$ cat src/rtl/fetch_stage.sv
// Instruction-fetch stage of the pipelined RV32I core.
// Owns the program counter, presents it combinationally to the instruction
// ROM and registers the returned word, its PC and PC+4 into IF/ID.
// Optional build macro: FETCH_MISALIGN_TRAP_EN. When defined, redirects to a
// target that is not word aligned are steered to TRAP_PC and reported on
// misaligned/bad_target. When undefined, targets are loaded verbatim.
module fetch_stage #(
  parameter int                    ADDR_WIDTH  = 32,
  parameter int                    INSTR_WIDTH = 32,
  parameter logic [ADDR_WIDTH-1:0] RESET_PC    = 32'hBFC0_0000,
  parameter logic [ADDR_WIDTH-1:0] TRAP_PC     = 32'hBFC0_0FF0,
  parameter logic [INSTR_WIDTH-1:0] NOP_INSTR  = 32'h0000_0013
) (
  input  logic                   clk,
  input  logic                   rst,
  input  logic                   stall,
  input  logic                   redirect,
  input  logic [ADDR_WIDTH-1:0]  redirect_target,
  input  logic [INSTR_WIDTH-1:0] instr_f,
  output logic [ADDR_WIDTH-1:0]  pc_f,
  output logic [INSTR_WIDTH-1:0] instr_d,
  output logic [ADDR_WIDTH-1:0]  pc_d,
  output logic [ADDR_WIDTH-1:0]  pc_plus4_d,
  output logic                   valid_d,
  output logic                   misaligned,
  output logic [ADDR_WIDTH-1:0]  bad_target
);

  localparam logic [ADDR_WIDTH-1:0] PC_STEP = ADDR_WIDTH'(4);

  logic [ADDR_WIDTH-1:0] pc_plus4_f;
  logic [ADDR_WIDTH-1:0] next_redirect_pc;
  logic                  target_misaligned;

  // Sequential PC; modulo wrap at the top of the address space is intended.
  assign pc_plus4_f = pc_f + PC_STEP;

`ifdef FETCH_MISALIGN_TRAP_EN
  // A redirect whose low two bits are nonzero goes to the trap vector instead.
  assign target_misaligned = (redirect_target[1:0] != 2'b00);
  assign next_redirect_pc  = target_misaligned ? TRAP_PC : redirect_target;

  // misaligned is a single-cycle pulse; bad_target remembers the last offender.
  always_ff @(posedge clk) begin
    if (rst) begin
      misaligned <= 1'b0;
      bad_target <= '0;
    end else if (redirect && target_misaligned) begin
      misaligned <= 1'b1;
      bad_target <= redirect_target;
    end else begin
      misaligned <= 1'b0;
    end
  end
`else
  logic unused_trap_pc;

  // Without the alignment check the target is taken as-is and the trap
  // reporting outputs stay quiet.
  assign target_misaligned = 1'b0;
  assign next_redirect_pc  = redirect_target;
  assign misaligned        = 1'b0;
  assign bad_target        = '0;
  assign unused_trap_pc    = ^{TRAP_PC, target_misaligned};
`endif

  // PC and IF/ID update with priority reset > redirect > stall > advance.
  always_ff @(posedge clk) begin
    if (rst) begin
      pc_f       <= RESET_PC;
      instr_d    <= NOP_INSTR;
      pc_d       <= '0;
      pc_plus4_d <= '0;
      valid_d    <= 1'b0;
    end else if (redirect) begin
      pc_f       <= next_redirect_pc;
      instr_d    <= NOP_INSTR;
      pc_d       <= '0;
      pc_plus4_d <= '0;
      valid_d    <= 1'b0;
    end else if (!stall) begin
      pc_f       <= pc_plus4_f;
      instr_d    <= instr_f;
      pc_d       <= pc_f;
      pc_plus4_d <= pc_plus4_f;
      valid_d    <= 1'b1;
    end
  end

endmodule

$ cat config.mk
export PLATFORM = sky130hd
export DESIGN_NAME = fetch_stage
export DESIGN_NICKNAME = d
export VERILOG_FILES = /design/src/rtl/fetch_stage.sv
export SDC_FILE = /design/constraint.sdc
export NUM_CORES = 1
export LEC_CHECK = 0
export CORE_ASPECT_RATIO = 1.5
export CORE_MARGIN = 3
export CORE_UTILIZATION = 29
export CTS_CLUSTER_SIZE = 14
export DETAILED_ROUTE_END_ITERATION = 7
export GPL_TIMING_DRIVEN = 0
export PLACE_DENSITY = 0.66
export SETUP_SLACK_MARGIN = 0.02
export SYNTH_ARGS = -nofsm -noshare
export SYNTH_HDL_FRONTEND = slang
export SYNTH_SLANG_ARGS = --single-unit
$ cat constraint.sdc
create_clock -name clk -period 4.2 [get_ports clk]
set_input_delay 0.84 -clock clk [delete_from_list [all_inputs] [get_ports clk]]
set_output_delay 0.84 -clock clk [all_outputs]
set_load 0.1 [all_outputs]
* Word-level counts from Yosys, hierarchy flattened
Index checks and enable logic that the tools add are counted.
** Operators by class
- Shift-type cells :: 0
- Reduce and logical (&&, ||, !) cells :: 1
- $mul :: 0
- Add/sub/neg operators :: 1
- Muxes and demuxes :: 2
- Equal/unequal tests :: 1
- Bitwise operators :: 0
- $lt $le $gt $ge :: 0
- Divide/modulo/power cells :: 0
** Operator list (count)
- two-way mux 32 bit :: 2
- adder 32 x 3 -> 32 bit, second input constant :: 1
- inequality test 2 x 1 -> 1 bit, second input constant :: 1
- OR reduction 2 bit :: 1
** Storage, ports and cells
- Memory bits (read-only) :: 0
- Output and inout bits :: 162
- Bits in latches :: 0
- Bits of input ports :: 68
- Word-level logic and storage cells :: 10
- Bits in writable memories :: 0
- Bits in registers :: 129
- Memories :: 0

* Logic depth before layout (Yosys ltp)
Gate-level depths: netlist (run 1).
- Word-level depth :: 3
- Depth in mapped cells :: 8
- Depth with buffers taken out :: 6

* Worst setup path after synthesis (run 1)
OpenSTA, ideal clock, no wires.
- Kind :: reg2reg
- Start point :: register pc_f[8]
- End point :: register pc_f[31]
- Library setup time :: 0.086 ns
- Clock period less this slack :: 2.776 ns
- Data required time :: 4.114 ns
- Cell stages (with the launch flop) :: 7
- Data arrival time :: 2.690 ns
- Path slack :: 1.424 ns
- Path buffers :: 1
- Cells stage by stage :: dfxtp_1 > buf_2 > nand3_2 > or3_2 > nor4_4 > mux2_2 > a211oi_1
** On the way
- Longest elaborated chain between the ends :: 3
** RTL lines
- start, declared :: line 20 : output logic [ADDR_WIDTH-1:0] pc_f,
- start signal, assigned :: line 76 : pc_f <= next_redirect_pc;
- start signal, assigned :: line 82 : pc_f <= pc_plus4_f;
- adder 32 x 3 -> 32 bit :: line 36 : assign pc_plus4_f = pc_f + PC_STEP;
- two-way mux 32 bit :: line 81 : end else if (!stall) begin
- two-way mux 32 bit :: line 75 : end else if (redirect) begin
No other way between the ends. The select of a mux whose other input is x is not followed.
A chain may end at the register's enable or synchronous reset.

* Worst setup path after layout (run 1)
- Start point :: register pc_f[10]
- End point :: output pc_f[10]
No word-level cell between the ends.

==> impl_metrics.py, run 1 <==
metrics = {
    "outcome": {
        "status": "finished clean",
    },
    "logic_synthesis": {
        "synth-edff-count": 0,
        "synth.most_common_cell": "dfxtp_1",
        "synthFlopType": "dfxtp_1",
        "synth_common_cells": "dfxtp_1 (127), nor2_1 (107), mux2i_1 (62)",
        "synth_top_area_share_pct": 42.2,
        "syn_area_per_cell_um2": 8.90,
        "synthDistinctLibCells": 55,
        "synth.area.top_cells": "dfxtp_1 (42%), mux2i_1 (10%), nor2_1 (6.7%)",
        "ys_async_sr_fraction_pct": 0,
        "ys_warn_count": 0,
        "syn-cell-area_mm2": 0.00602,
        "synth_seq_cells": 127,
        "synth_top_cell_by_area": "dfxtp_1",
        "ys_seq_area_share_pct": 42.2,
        "synthCells": 677,
    },
    "timing": {
        "worstMarginPinSlew_ns": 1.05,
        "max_slew_margin_pct": 29.8,
        "setup_viol": 0,
        "setup_slack_ns": 1.18,
        "drv_slew": 0,
        "finalHoldViolations": 0,
        "fin_setup_tns_ns": 0,
        "skew_ns": 0.00804,
        "rsz0062_at_grt": "no",
        "min_period_over_period_pct": 72.0,
        "min_period_ns": 3.02,
        "fmax_mhz": 331,
    },
    "power_and_ir_drop": {
        "power.total_mw": 3.74,
        "power_switching_mw": 1.29,
        "swShare_pct": 34.6,
        "clockPowerShare_pct": 40.3,
        "power_frac_comb_pct": 24.9,
        "p_leak_nw": 3.52,
        "power_density_mw_per_mm2": 414,
        "p_seq_share_pct": 34.8,
        "ir_worst_vdd_mv": 0.218,
        "p_int_mw": 2.44,
    },
    "setup_path": {
        "arrival_ns": 2.18,
        "cp-end-kind": "output pin",
        "crit_buf_inv": 1,
        "r2r-start": "pc_f[2]",
        "worst_path_max_delay_cell": "clkdlybuf4s50_1",
        "start_kind": "flop",
        "path_cells": "clkdlybuf4s50_1",
        "crit_family": "buffers and inverters",
        "reg2reg_to": "pc_plus4_d[28]",
        "worst-path-stages": 1,
        "max_stage_delay_ns": 1.21,
        "worstSetupPathType": "flop to output pin",
        "rr_worst_depth": 6,
        "worstPathMaxFanout": 7,
        "worstPathRequired_ns": 3.36,
        "startpoint": "pc_f[10]",
        "ff2ff_setup_slack_ns": 1.53,
    },
    "placement": {
        "placedCellCount": 1167,
        "gp_congestion": 0.856,
        "port_buffers": 194,
        "placed_area_mm2": 0.00842,
        "dp_hpwl_um": 15800,
        "place_ws_ns": 1.19,
    },
    "hold_path": {
        "holdPathEnd": "valid_d",
        "hp-start": "valid_d",
        "hold_path_class": "flop to flop",
        "min_path_cells": 2,
    },
    "route": {
        "drc": 0,
        "finalWirelength_um": 20400,
        "drtPass1Iterations": 6,
        "vias": 5649,
        "routed_via_density": 4.71,
        "antenna_left": 0,
        "drtIter0Drc": 240,
        "wire_per_inst_um": 17.1,
    },
    "die": {
        "die_area_mm2": 0.0226,
        "start_util_pct": 29.5,
        "coreArea_mm2": 0.0204,
        "fp.dieH_um": 183,
        "ios": 230,
        "die_w_um": 124,
        "num_rows": 64,
    },
    "global_routing": {
        "grt_pass1_vias": 5523,
        "grt_remaining_overflow": 0,
        "grt_pass1_wl_um": 30900,
        "grt_max_degree": 17,
        "track_usage_pct": 18.1,
        "antenna_found_initial": 1,
    },
    "clock_tree": {
        "clkLatencyLatePin_ns": 0.42,
        "h-tree-depth": 4,
        "path_clk_slew_ns": 0.06,
        "cts_tree": "built",
        "cts_buffers": 17,
        "clockBufferDepth": 2,
        "cts_root_buffer": "clkbuf_16",
        "ctsResizeCount": 0,
        "hold_buffers": 0,
        "post_cts_buffers": 0,
        "cts_sinks": 127,
    },
    "finish": {
        "layout.cells.non_filler": 1199,
        "fillers": 2028,
        "final_area_mm2": 0.00902,
        "layout-drive-gt1-share_pct": 12.5,
        "nets": 991,
        "diodes": 0,
        "area_delta_synth_final_pct": 49.8,
    },
    "flow_run": {
        "cap_violations": 0,
    },
}
[sequential cells by signal, summed over array words and instances, names as in the netlist]
name / count
valid_d: 1
pc_plus4_d: 30
instr_d: 32
pc_d: 32
pc_f: 32
[worst max path at each step]
stage / endpoint
floorplan: pc_f[31]
global placement: instr_d[4]
detailed placement: instr_d[15]
global route: pc_f[10]
finish: pc_f[10]
CTS: pc_f[10]
[area by class of cell]
cell class                 instances  area (um^2)  share of cell area (%)
buffer                            92          541                    5.99
clock inverter                    14          168                    1.86
multi-input combinational        481         3030                    33.6
timing repair buffer             194         1940                    21.5
clock buffer                      18          439                    4.87
inverter                           9         33.8                   0.374
sequential                       127         2540                    28.2
tap                              264          330                    3.66
[routing by layer]
layer	routed length, um	track usage, %	vias up	part of all wire (%)
met4	648	7.67	2	3.2
met2	10700	31.6	215	52
li1	-	-	2769	-
met5	8	0	-	0.039
met1	7410	19.1	2622	36
met3	1730	6.91	41	8.5
[through the flow]
step | hold slack (ns) | util (%)
5_1_grt | 0.492 | 44.2
3_3_place_gp | 0.437 | 41.2
3_5_place_dp | 0.444 | 41.2
6_report | 0.456 | 44.2
2_1_floorplan | 0.484 | -
4_1_cts | 0.456 | 44.2
[power by group through the flow]
stage / sequential, mW / clock, mW / combinational, mW
final: 1.30 / 1.51 / 0.930
after global routing: 1.31 / 1.60 / 0.969
after CTS: 1.30 / 1.54 / 0.933
after detailed placement: 1.33 / 0 / 0.930
after global placement: 1.32 / 0 / 0.929
after floorplan: 1.67 / 0 / 0.351
[cell families after synthesis]
family | after synthesis | share of synthesized area [%]
muxes | 65 | 10.9
AOI/OAI and AO/OA | 104 | 10.3
DFF | 127 | 42.2
other | 1 | 0.0622
adders and majority gates | 1 | 0.208
xor gates and xnor gates | 39 | 5.67
buffers and inverters | 101 | 9.53
and+or+nand+nor | 239 | 21.2
[placed cells by master, fill, tap and decap left out, drive strengths merged, types with 9 or more instances in the layout]
cell type | Yosys | final
o21ai | 31 | 31
nor3 | 18 | 18
conb | 1 | 33
dfxtp | 127 | 127
xnor2 | 30 | 30
nand2 | 32 | 32
clkdlybuf4s50 | 0 | 194
a21oi | 43 | 43
nor2 | 107 | 107
nand4 | 16 | 16
nor4 | 16 | 16
xor2 | 9 | 9
inv | 9 | 9
clkbuf | 27 | 45
nand3 | 16 | 16
mux2i | 62 | 62
a211oi | 13 | 13
buf | 65 | 65
Power figures use the tool's default switching activity.
==> inputs of run 2 (changes only) <==
clock period = 3.15 ns   (was 4.2 ns; I/O delays follow)
==> results of run 2 <==
Same layout as run 1 (identical final DEF). Status: finished clean.
Among the figures that moved: setup slack after placement 1.19 ns -> 0.353 ns; setup slack after layout 1.18 ns -> 0.337 ns; register-to-register setup slack 1.53 ns -> 0.48 ns; total power 3.74 mW -> 4.98 mW; worst IR drop on VDD 0.218 mV -> 0.290 mV
==> inputs of run 3 (changes only) <==
CELL_PAD_IN_SITES_DETAIL_PLACEMENT = 1   (was default)
CELL_PAD_IN_SITES_GLOBAL_PLACEMENT = 2   (was default)
CORE_UTILIZATION = 25   (was 29)
PLACE_DENSITY = 0.89   (was 0.66)
==> run 3 against run 2 <==
Critical path depth is the same; non-clock buffer count is the same; setup slack lost 0.0079 ns; die area grew 15%; maximum frequency shrank 0.28%; sequential power is essentially flat; via count grew 0.97%; combinational power is essentially flat.
==> impl_metrics.py, run 3 (synthesis gave the netlist of run 1 again) <==
metrics = {
    "power_and_ir_drop": {
        "ir_worst_vdd_mv": 0.327,
        "power_density_mw_per_mm2": 550,
        "clockPowerShare_pct": 40.2,
        "power_frac_comb_pct": 25.1,
        "swShare_pct": 34.7,
        "p_leak_nw": 3.52,
        "p_int_mw": 3.27,
        "p_seq_share_pct": 34.7,
        "power.total_mw": 5.00,
        "power_switching_mw": 1.73,
    },
    "flow_run": {
        "cap_violations": 0,
    },
    "setup_path": {
        "arrival_ns": 2.19,
        "crit_family": "buffers and inverters",
        "cp-end-kind": "output pin",
        "worst_path_max_delay_cell": "clkdlybuf4s50_1",
        "start_kind": "flop",
        "worstPathMaxFanout": 9,
        "path_cells": "clkdlybuf4s50_1",
        "worstPathRequired_ns": 2.52,
        "rr_worst_depth": 6,
        "crit_buf_inv": 1,
        "worst-path-stages": 1,
        "worstSetupPathType": "flop to output pin",
        "max_stage_delay_ns": 1.26,
    },
    "route": {
        "finalWirelength_um": 23000,
        "vias": 5704,
        "antenna_left": 0,
        "drc": 0,
        "drtIter0Drc": 144,
        "drtPass1Iterations": 4,
        "wire_per_inst_um": 18.4,
        "routed_via_density": 4.55,
    },
    "placement": {
        "dp_hpwl_um": 17800,
        "gp_congestion": 0.875,
        "port_buffers": 194,
    },
    "global_routing": {
        "grt_max_degree": 17,
        "antenna_found_initial": 2,
        "grt_remaining_overflow": 0,
        "track_usage_pct": 17.6,
        "grt_pass1_vias": 5989,
        "grt_pass1_wl_um": 35200,
    },
    "timing": {
        "skew_ns": 0.0138,
        "fmax_mhz": 354,
        "min_period_over_period_pct": 89.6,
        "finalHoldViolations": 0,
        "drv_slew": 0,
        "rsz0062_at_grt": "no",
        "max_slew_margin_pct": 26.6,
        "min_period_ns": 2.82,
        "worstMarginPinSlew_ns": 1.09,
        "fin_setup_tns_ns": 0,
        "setup_viol": 0,
    },
    "clock_tree": {
        "path_clk_slew_ns": 0.06,
        "post_cts_buffers": 0,
        "cts_tree": "built",
        "clkLatencyLatePin_ns": 0.43,
        "hold_buffers": 0,
        "h-tree-depth": 4,
        "clockBufferDepth": 2,
        "cts_root_buffer": "clkbuf_16",
        "cts_sinks": 127,
        "ctsResizeCount": 0,
        "cts_buffers": 17,
    },
    "finish": {
        "layout-drive-gt1-share_pct": 12.4,
        "multi_input_area_mm2": 0.00303,
        "top_regs": "instr_d x32, pc_d x32, pc_f x32",
        "fillers": 2779,
        "area_delta_synth_final_pct": 50.9,
        "regArea_mm2": 0.00254,
        "final_cell_mix": "clkdlybuf4s50_1 (194), dfxtp_1 (127), nor2_1 (107), mux2i_1 (62), a21oi_1 (43)",
        "final_common_cell": "clkdlybuf4s50_1",
        "nets": 991,
    },
    "hold_path": {
        "hold_path_class": "flop to flop",
        "min_path_cells": 2,
    },
    "die": {
        "die_area_mm2": 0.0260,
        "num_rows": 69,
        "start_util_pct": 25.4,
        "ios": 230,
        "die_w_um": 133,
        "fp.dieH_um": 196,
        "coreArea_mm2": 0.0237,
    },
    "outcome": {
        "status": "finished clean",
    },
}
==> run 3: final timing paths <==
path / from / endpoint / slack, ns
min: valid_d / valid_d / 0.45
max: pc_f[29] / pc_f[29] / 0.33
min reg2reg: valid_d / valid_d / 0.45
max reg2reg: pc_f[2] / pc_plus4_d[28] / 0.45
==> run 3: metrics by stage <==
stage	hold WS (ns)	cells	instance area, um^2	worst slack [ns]	utilization, %
final	0.453	1255	9090	0.329	38.3
after global routing	0.488	1254	9090	0.256	38.3
after CTS	0.460	1254	9090	0.304	38.3
after detailed placement	0.449	1222	8490	0.243	35.7
after global placement	0.439	1222	8490	0.278	35.7
after floorplan	0.484	709	6140	0.374	-
==> run 3: routing by layer <==
metal	up-vias	wire length [um]	track usage, %
met4	2	706	7.67
li1	2759	-	-
met2	191	12300	32.3
met5	-	13	0
met1	2715	8370	18.1
met3	37	1690	5.77
==> run 3: final cells by class <==
cell class	count	area share [%]
Clock inverter	9	1.17
Buffer	92	5.94
Multi-Input combinational cell	481	33.3
Inverter	9	0.372
Timing Repair Buffer	194	21.4
Sequential cell	127	28.0
Clock buffer	23	5.48
Antenna cell	1	0.0275
Tap cell	319	4.39
==> run 3: power by group through the flow <==
| stage | logic [mW] | registers (mW) | clock network (mW) |
|---|---|---|---|
| final | 1.25 | 1.73 | 2.01 |
| after global routing | 1.31 | 1.74 | 2.13 |
| after CTS | 1.26 | 1.73 | 2.07 |
| after detailed placement | 1.26 | 1.77 | 0 |
| after global placement | 1.25 | 1.77 | 0 |
| after floorplan | 0.468 | 2.22 | 0 |
==> RTL edit (flow settings as in run 2) <==
Add a define of `FETCH_MISALIGN_TRAP_EN`.
--- a/src/rtl/fetch_stage.sv
+++ b/src/rtl/fetch_stage.sv
@@ -4,6 +4,8 @@
 // Optional build macro: FETCH_MISALIGN_TRAP_EN. When defined, redirects to a
 // target that is not word aligned are steered to TRAP_PC and reported on
 // misaligned/bad_target. When undefined, targets are loaded verbatim.
+`define FETCH_MISALIGN_TRAP_EN
+
 module fetch_stage #(
   parameter int                    ADDR_WIDTH  = 32,
   parameter int                    INSTR_WIDTH = 32,
Behaviour: not the same (Yosys sat finds a counterexample within 4 cycles, from zero or initial values and one cycle with rst high).
==> RTL edit against run 2 <==
Cell area rose by 8.1%. Total power rose by 8.8%. Critical path depth did not move. Sequential cell count rose by 33. Area after synthesis rose by 8.3%. Wire length rose by 18%. Setup slack got worse by 0.052 ns. Maximum frequency fell by 1.8%. Largest cell class is now registers.
==> RTL edit: results (changes against run 2) <==
status=finished, final reports clean; first-pass GRT wire length=36,600 um (+19%); period utilization=91.0% (+1.7 points); Inst Count DP=1,245 (+6.7%); Slew headroom=25.8% (-4.0 points); Worst VDD drop=0.326 mV (+12%); via count=6,328 (+12%); reg-to-reg setup timing slack=0.52 ns (+0.04 ns); crit path from=pc_f[28]$_SDFFE_PP1N_; final instance count without filler cells=1,277 (+6.5%); Worst Skew=0.00905 ns (+0.00102 ns); drt first-iter violations=379 (+58%); Post-Synth XOR/XNOR Area=3.89% (-1.8 points); sequential share of the synthesized area=49.1% (+6.9 points); commonest cells in the netlist=160 x dfxtp_1, 114 x nand2_1, 96 x nor2_1, 74 x a21oi_1, 59 x mux2i_1; All-Layer GR Usage=19.7% (+1.6 points); first-pass iteration count of the detailed router=5 (-1); Synth area leaders=dfxtp_1 49%, mux2i_1 9.1%, nand2_1 6.6%, a21oi_1 5.7%, nor2_1 5.5%; multiplexer area fraction after synthesis=9.05% (-1.8 points); reg2reg end=pc_f[28]$_SDFFE_PP1N_; Leakage Power=3.66 nW (+3.9%); CP peak stage delay=1.24 ns (+0.03 ns); layout cells sized above 1=5.97% (-6.5 points); Netlist cell types=54 (-1.8%); Synth Area in Adders=0.192% (-0.016 points); placed cell area=9140 um^2 (+8.5%)
[RTL edit: how the worst min path moves through the flow]
stage / start / endpoint / slack (ns) / cells after the start
finish: bad_target[15]$_SDFFE_PP0P_ / bad_target[15]$_SDFFE_PP0P_ / 0.45 / 2
global route: bad_target[30]$_SDFFE_PP0P_ / bad_target[30]$_SDFFE_PP0P_ / 0.48 / 2
CTS: bad_target[20]$_SDFFE_PP0P_ / bad_target[20]$_SDFFE_PP0P_ / 0.46 / 2
detailed placement: pc_plus4_d[16]$_SDFFE_PP0N_ / pc_plus4_d[16]$_SDFFE_PP0N_ / 0.45 / 2
global placement: pc_plus4_d[19]$_SDFFE_PP0N_ / pc_plus4_d[19]$_SDFFE_PP0N_ / 0.44 / 2
floorplan: pc_f[0]$_SDFFE_PP0P_ / pc_f[0]$_SDFFE_PP0P_ / 0.45 / 1
[RTL edit: area by class of cell]
class / instances / area [um^2]
Timing Repair Buffer: 227 / 2270
Tap cell: 272 / 340
Sequential cell: 160 / 3200
Fill cell: 2117 / 12100
Inverter: 3 / 11.3
Clock buffer: 20 / 457
Multi-Input combinational cell: 527 / 3050
Buffer: 56 / 262
Clock inverter: 12 / 159
[RTL edit: per-layer routing]
| metal | vias up | routed length, um | part of all wire (%) | track usage, % |
|---|---|---|---|---|
| met2 | 241 | 12200 | 51 | 33.8 |
| met4 | 0 | 968 | 4.0 | 8.99 |
| met5 | - | 0 | 0 | 0 |
| met3 | 53 | 1450 | 6.0 | 5.31 |
| met1 | 2975 | 9450 | 39 | 22.7 |
| li1 | 3059 | - | - | - |
[RTL edit: power breakdown]
| part | switching [W] | internal, W | leakage [nW] |
|---|---|---|---|
| registers | 0.0000556 | 0.00210 | 1.31 |
| clock network | 0.000877 | 0.00129 | 0.285 |
| logic | 0.000807 | 0.000294 | 2.07 |
